File: config.mk
export PLATFORM = sky130hd
export DESIGN_NAME = sha512_block_sequencer
export DESIGN_NICKNAME = d
export VERILOG_FILES = /design/src/rtl/sha512_seq_pkg.sv /design/src/rtl/blk_word_counter.sv /design/src/rtl/sha512_block_sequencer.sv
export SDC_FILE = /design/constraint.sdc
export NUM_CORES = 1
export LEC_CHECK = 0
export BUFFER_PORTS_ARGS = -buffer_cell sky130_fd_sc_hd__buf_2
export CORE_ASPECT_RATIO = 1.4
export CORE_MARGIN = 2
export CORE_UTILIZATION = 45
export CTS_CLUSTER_DIAMETER = 80
export DETAILED_ROUTE_END_ITERATION = 6
export GPL_ROUTABILITY_DRIVEN = 0
export PLACE_DENSITY_LB_ADDON = 0.08
export SLEW_MARGIN = 10
export SYNTH_ARGS = -nofsm -noshare
export SYNTH_HDL_FRONTEND = slang
export SYNTH_SLANG_ARGS = --single-unit
File: constraint.sdc
create_clock -name clk -period 6.5 [get_ports clk]
set_input_delay 0.325 -clock clk [delete_from_list [all_inputs] [get_ports clk]]
set_output_delay 0.325 -clock clk [all_outputs]
set_load 0.01 [all_outputs]
File: src/rtl/sha512_seq_pkg.sv
// Shared sizing and FSM encoding for the SHA-512 block sequencer.
// Holds no logic; latency and backpressure are not applicable.
package sha512_seq_pkg;
   localparam int WORD_W    = 32;
   localparam int NUM_WORDS = 32;
   localparam int IDX_W     = $clog2(NUM_WORDS);

   typedef enum logic [1:0] {
      ST_IDLE   = 2'd0,
      ST_FULL   = 2'd1,
      ST_STREAM = 2'd2,
      ST_DONE   = 2'd3
   } seq_state_e;
endpackage

File: src/rtl/blk_word_counter.sv
// Wrapping word-index counter for the stream side; count updates one cycle after inc.
// No backpressure of its own: inc is the caller's transfer qualifier, clr wins over inc.
module blk_word_counter
   import sha512_seq_pkg::*;
#(
   parameter int CNT_W   = IDX_W,
   parameter int CNT_MAX = NUM_WORDS
) (
   input  logic             clk,
   input  logic             reset,
   input  logic             clr,
   input  logic             inc,
   output logic [CNT_W-1:0] count,
   output logic             last
);
   localparam logic [CNT_W-1:0] LAST_VAL = CNT_W'(CNT_MAX - 1);

   logic [CNT_W-1:0] count_q;
   logic [CNT_W-1:0] count_d;

   assign last  = (count_q == LAST_VAL);
   assign count = count_q;

   always_comb begin
      count_d = count_q;
      if (clr) begin
         count_d = '0;
      end else if (inc) begin
         count_d = last ? '0 : count_q + 1'b1;
      end
   end

   always_ff @(posedge clk) begin
      if (!reset) begin
         count_q <= '0;
      end else begin
         count_q <= count_d;
      end
   end
endmodule

File: src/rtl/sha512_block_sequencer.sv
// Buffers one 1024-bit block and streams it word by word; first word valid the cycle after start_i.
// Load side stalls (wr_ready_o=0) until the block drains; stream words hold while out_ready_i=0.
module sha512_block_sequencer #(
   parameter int  WORD_W    = sha512_seq_pkg::WORD_W,
   parameter int  NUM_WORDS = sha512_seq_pkg::NUM_WORDS,
   localparam int IDX_W     = $clog2(NUM_WORDS)
) (
   input  logic              clk,
   input  logic              reset,
   input  logic              abort_i,
   input  logic              wr_valid_i,
   input  logic [WORD_W-1:0] wr_data_i,
   output logic              wr_ready_o,
   output logic              full_o,
   input  logic              start_i,
   output logic              out_valid_o,
   output logic [WORD_W-1:0] out_data_o,
   output logic [IDX_W-1:0]  out_idx_o,
   input  logic              out_ready_i,
   output logic              busy_o,
   output logic              done_o
);
   import sha512_seq_pkg::*;

   localparam logic [IDX_W-1:0] LAST_IDX = IDX_W'(NUM_WORDS - 1);

   seq_state_e        state_q;
   seq_state_e        state_d;
   logic [IDX_W-1:0]  wr_ptr_q;
   logic [IDX_W-1:0]  wr_ptr_d;
   logic [WORD_W-1:0] buf_q [NUM_WORDS];
   logic [IDX_W-1:0]  rd_idx;
   logic              rd_last;
   logic              wr_fire;
   logic              rd_fire;

   // abort_i masks both the load write and the stream transfer in its cycle
   assign wr_fire = reset && !abort_i && (state_q == ST_IDLE) && wr_valid_i;
   assign rd_fire = !abort_i && (state_q == ST_STREAM) && out_ready_i;

   blk_word_counter #(
      .CNT_W   (IDX_W),
      .CNT_MAX (NUM_WORDS)
   ) u_rd_cnt (
      .clk   (clk),
      .reset (reset),
      .clr   (abort_i),
      .inc   (rd_fire),
      .count (rd_idx),
      .last  (rd_last)
   );

   always_ff @(posedge clk) begin
      if (!reset) begin
         state_q  <= ST_IDLE;
         wr_ptr_q <= '0;
      end else begin
         state_q  <= state_d;
         wr_ptr_q <= wr_ptr_d;
      end
   end

   always_comb begin
      state_d  = state_q;
      wr_ptr_d = wr_ptr_q;
      if (abort_i) begin
         state_d  = ST_IDLE;
         wr_ptr_d = '0;
      end else begin
         unique case (state_q)
            ST_IDLE: begin
               if (wr_valid_i) begin
                  if (wr_ptr_q == LAST_IDX) begin
                     wr_ptr_d = '0;
                     state_d  = ST_FULL;
                  end else begin
                     wr_ptr_d = wr_ptr_q + 1'b1;
                  end
               end
            end
            ST_FULL: begin
               if (start_i) state_d = ST_STREAM;
            end
            ST_STREAM: begin
               if (out_ready_i && rd_last) state_d = ST_DONE;
            end
            ST_DONE: begin
               state_d  = ST_IDLE;
               wr_ptr_d = '0;
            end
            default: begin
               state_d  = ST_IDLE;
               wr_ptr_d = '0;
            end
         endcase
      end
   end

   always_comb begin
      wr_ready_o  = (state_q == ST_IDLE);
      full_o      = (state_q == ST_FULL);
      out_valid_o = (state_q == ST_STREAM);
      busy_o      = (state_q == ST_STREAM);
      done_o      = (state_q == ST_DONE);
      out_idx_o   = rd_idx;
      out_data_o  = buf_q[rd_idx];
   end

   // Storage is never cleared: a completed or aborted block leaves stale words behind
   always_ff @(posedge clk) begin
      if (wr_fire) begin
         buf_q[wr_ptr_q] <= wr_data_i;
      end
   end
endmodule

==> results by group <==
Detailed routing
  – Vias/cell: 5.80
  – Drt initial violations: 1917
  – Residual DRC: 0
  – Vias: 21.4k
  – Length of the first detailed-routing pass in iterations: 5
  – Post-Route WL: 107000 um
  – Avg WL per Cell: 29.0 um
  – Final antenna-violating net count: 0

Worst setup path
  – Startpoint Class: flip-flop
  – WP data arrival: 3740 ps
  – Worst EP required: 6170 ps
  – Crit. End Element: output port
  – Critical path class: flip-flop to output port
  – Crit-path max FO: 102

GRT
  – GRT met3 Usage: 3.69%
  – Number of global-route vias before repair: 21.6k
  – Initial antenna violation count: 4
  – Grt met1 use: 32.3%
  – Largest net degree at the start of global routing: 112
  – Gr busiest metal: met2
  – Gr usage total: 23.0%
  – Overflow after GRT: 0
  – First-pass GRT wire length: 153000 um
  – Global Route met2 Usage: 37.3%

Power and ir drop
  – Worst VDD drop: 0.198 mV
  – Tot Pwr: 13.2 mW
  – PD cells: 289 mW/mm^2
  – Leak: 13.6 nW

Layout
  – Layout area overhead: 12.3%
  – Share of layout cells above drive strength 1: 12.7%
  – Nets: 2469
  – Antenna diodes: 0

Logic synthesis
  – Yosys reg bits: 1041
  – List of most frequent post-synthesis cells: edfxtp_1 (1024), mux2i_1 (513), nand2_1 (110), a21oi_1 (103), nand3_1 (100)
  – Library cells used by synthesis: 37
  – Syn. warnings: 0
  – Mapped Cells: 2321
  – Main flop type after synthesis: edfxtp_1
  – Ys async rst share: 0%
  – Synthesized area per cell: 17.5 sq um
  – Synthesized cell area: 0.0407 sq mm
  – Seq/Total Area, Yosys: 76.4%
  – Post-synth top area cell: edfxtp_1
  – Top cell type's share of synthesized area: 75.6%
  – Number of synthesized flops with an enable pin: 1024
  – Synth top area cells: edfxtp_1 (76%), mux2i_1 (13%), a22oi_1 (1.8%), a22o_1 (1.4%), a21oi_1 (1.3%)
  – Count leader, synth: edfxtp_1
  – Mapped Nets: 2370

STA
  – TNS Setup: 0 ps
  – Tcrit/Tclk final: 62.5%
  – Count of final setup violators: 0
  – Relative slew slack: 27.9%
  – RSZ-0062 raised after global routing: no
  – Worst slew pin tran: 1080 ps
  – Final Hold Viols: 0
  – Skew final: 24.5 ps
  – Max Freq: 246 MHz
  – Final min period: 4060 ps
  – Slew Viols, Final: 0

Clock network
  – Total CTS buffers: 99
  – CTS max path bufs: 3
  – Sink Count: 1041
  – Clock root buffer: clkbuf_16
  – Register clock-pin slew on the reported worst setup and hold paths: 60 ps
  – Worst-skew pair later-pin latency: 680 ps
  – H-tree depth: 3
  – CTS tree: done

Outcome
  – Status: complete, no violations

Floorplan
  – Die area: 0.0929 sq mm
  – Initial Util: 45.4%
  – Die Ht: 360 um
  – Core area: 0.0896 sq mm
  – Die width: 258 um
  – Row cnt: 130
  – Number of top-level pins: 80

Placement
  – DPL Wire Length: 53300 um
  – I/O Buffers: 79

Worst hold path
  – Hold crit path type: input pin to flip-flop

Flow run
  – Max Cap Violations: 0
critical path: stages (launching register included):
cell,delay [ps]
dfxtp_1,470
nor2b_4,830
buf_12,530
a22o_1,220
nor3_1,50
a31oi_1,410
nand3_1,220
buf_2,210
final timing paths:
path	from	to	slack, ps	cells after the start
worst max-delay path	flip-flop	out_data_o[16]	2440	7
worst min-delay path	abort_i	u_rd_cnt.count[0]	30	4
worst max register to register	state_q[1]	buf_q[4][5]	3010	7
worst min register to register	u_rd_cnt.count[4]	u_rd_cnt.count[4]	520	2
routing by layer:
metal	wire length [um]	share of wire, %
met5	47	0.044
met4	2410	2.3
met3	5980	5.6
met2	51700	48
met1	46700	44
state kept, by name, summed over array words and instances (netlist names), named ones only:
register,cells
buf_q,1024
u_rd_cnt.count,5
wr_ptr_q,5
state_q,2
cell usage in the layout (no fill, tap or decap), drive strengths merged:
cell | synthesis | layout
a22oi | 98 | 98
o21bai | 1 | 1
or2 | 1 | 1
a22o | 64 | 64
nand4 | 1 | 1
a31oi | 32 | 32
edfxtp | 1024 | 1024
nor2 | 47 | 47
buf | 85 | 128
o21ai | 2 | 2
clkinv | 0 | 35
nor4 | 1 | 1
nand3b | 3 | 3
a31o | 1 | 1
or3 | 1 | 1
nor2b | 4 | 4
and2 | 1 | 1
or3b | 2 | 2
clkinvlp | 0 | 7
nand3 | 100 | 100
clkbuf | 47 | 122
and3 | 3 | 3
a21oi | 103 | 103
a221oi | 1 | 1
nand2 | 110 | 110
xnor2 | 1 | 1
nand2b | 4 | 4
nor3 | 35 | 35
inv | 4 | 7
dlygate4sd3 | 0 | 2
a2bb2oi | 1 | 1
dfxtp | 17 | 17
or4b | 1 | 1
xor2 | 2 | 2
bufinv | 0 | 10
ha | 11 | 11
mux2i | 513 | 513
power breakdown:
group / leakage [nW] / internal [mW] / switching, mW
registers: 9.34 / 7.37 / 0.00234
logic: 2.70 / 0.0254 / 0.129
clock network: 1.53 / 3.24 / 2.43
total: 13.6 / 10.6 / 2.56
through the flow:
| step | area, sq um | std cells | setup slack (ps) | hold WS, ps | util [%] |
|---|---|---|---|---|---|
| floorplan | 40700 | 2321 | 3440 | 424 | - |
| global placement | 42500 | 3505 | 3090 | 510 | 47.4 |
| detailed placement | 42500 | 3505 | 3000 | 514 | 47.4 |
| CTS | 45700 | 3684 | 2370 | 9.93 | 51.0 |
| global route | 45700 | 3684 | 2320 | 69.6 | 51.0 |
| finish | 45700 | 3684 | 2440 | 34.7 | 51.0 |
final cells by class:
cell class | instances | area (sq um)
Fill cell | 7311 | 43900
Sequential cell | 1041 | 31100
Multi-Input combinational cell | 1144 | 9040
Clock buffer | 122 | 2610
Tap cell | 1188 | 1490
Timing Repair Buffer | 130 | 896
Clock inverter | 55 | 539
Inverter | 4 | 15.0
cell families after synthesis:
logic type                 synth area share (%)
xor gates and xnor gates                 0.0646
DFF                                        76.4
AOI/OAI and AO/OA                          5.05
and+or+nand+nor                            3.48
adders and majority gates                 0.338
muxes                                      12.6
buffers and inverters                      2.03
repair_timing:
action	in CTS	in global routing
gates resized for setup	0	0
setup buffers	0	0
endpoints found under the hold margin	5	0
hold buffers	2	0
Power figures use the tool's default switching activity.
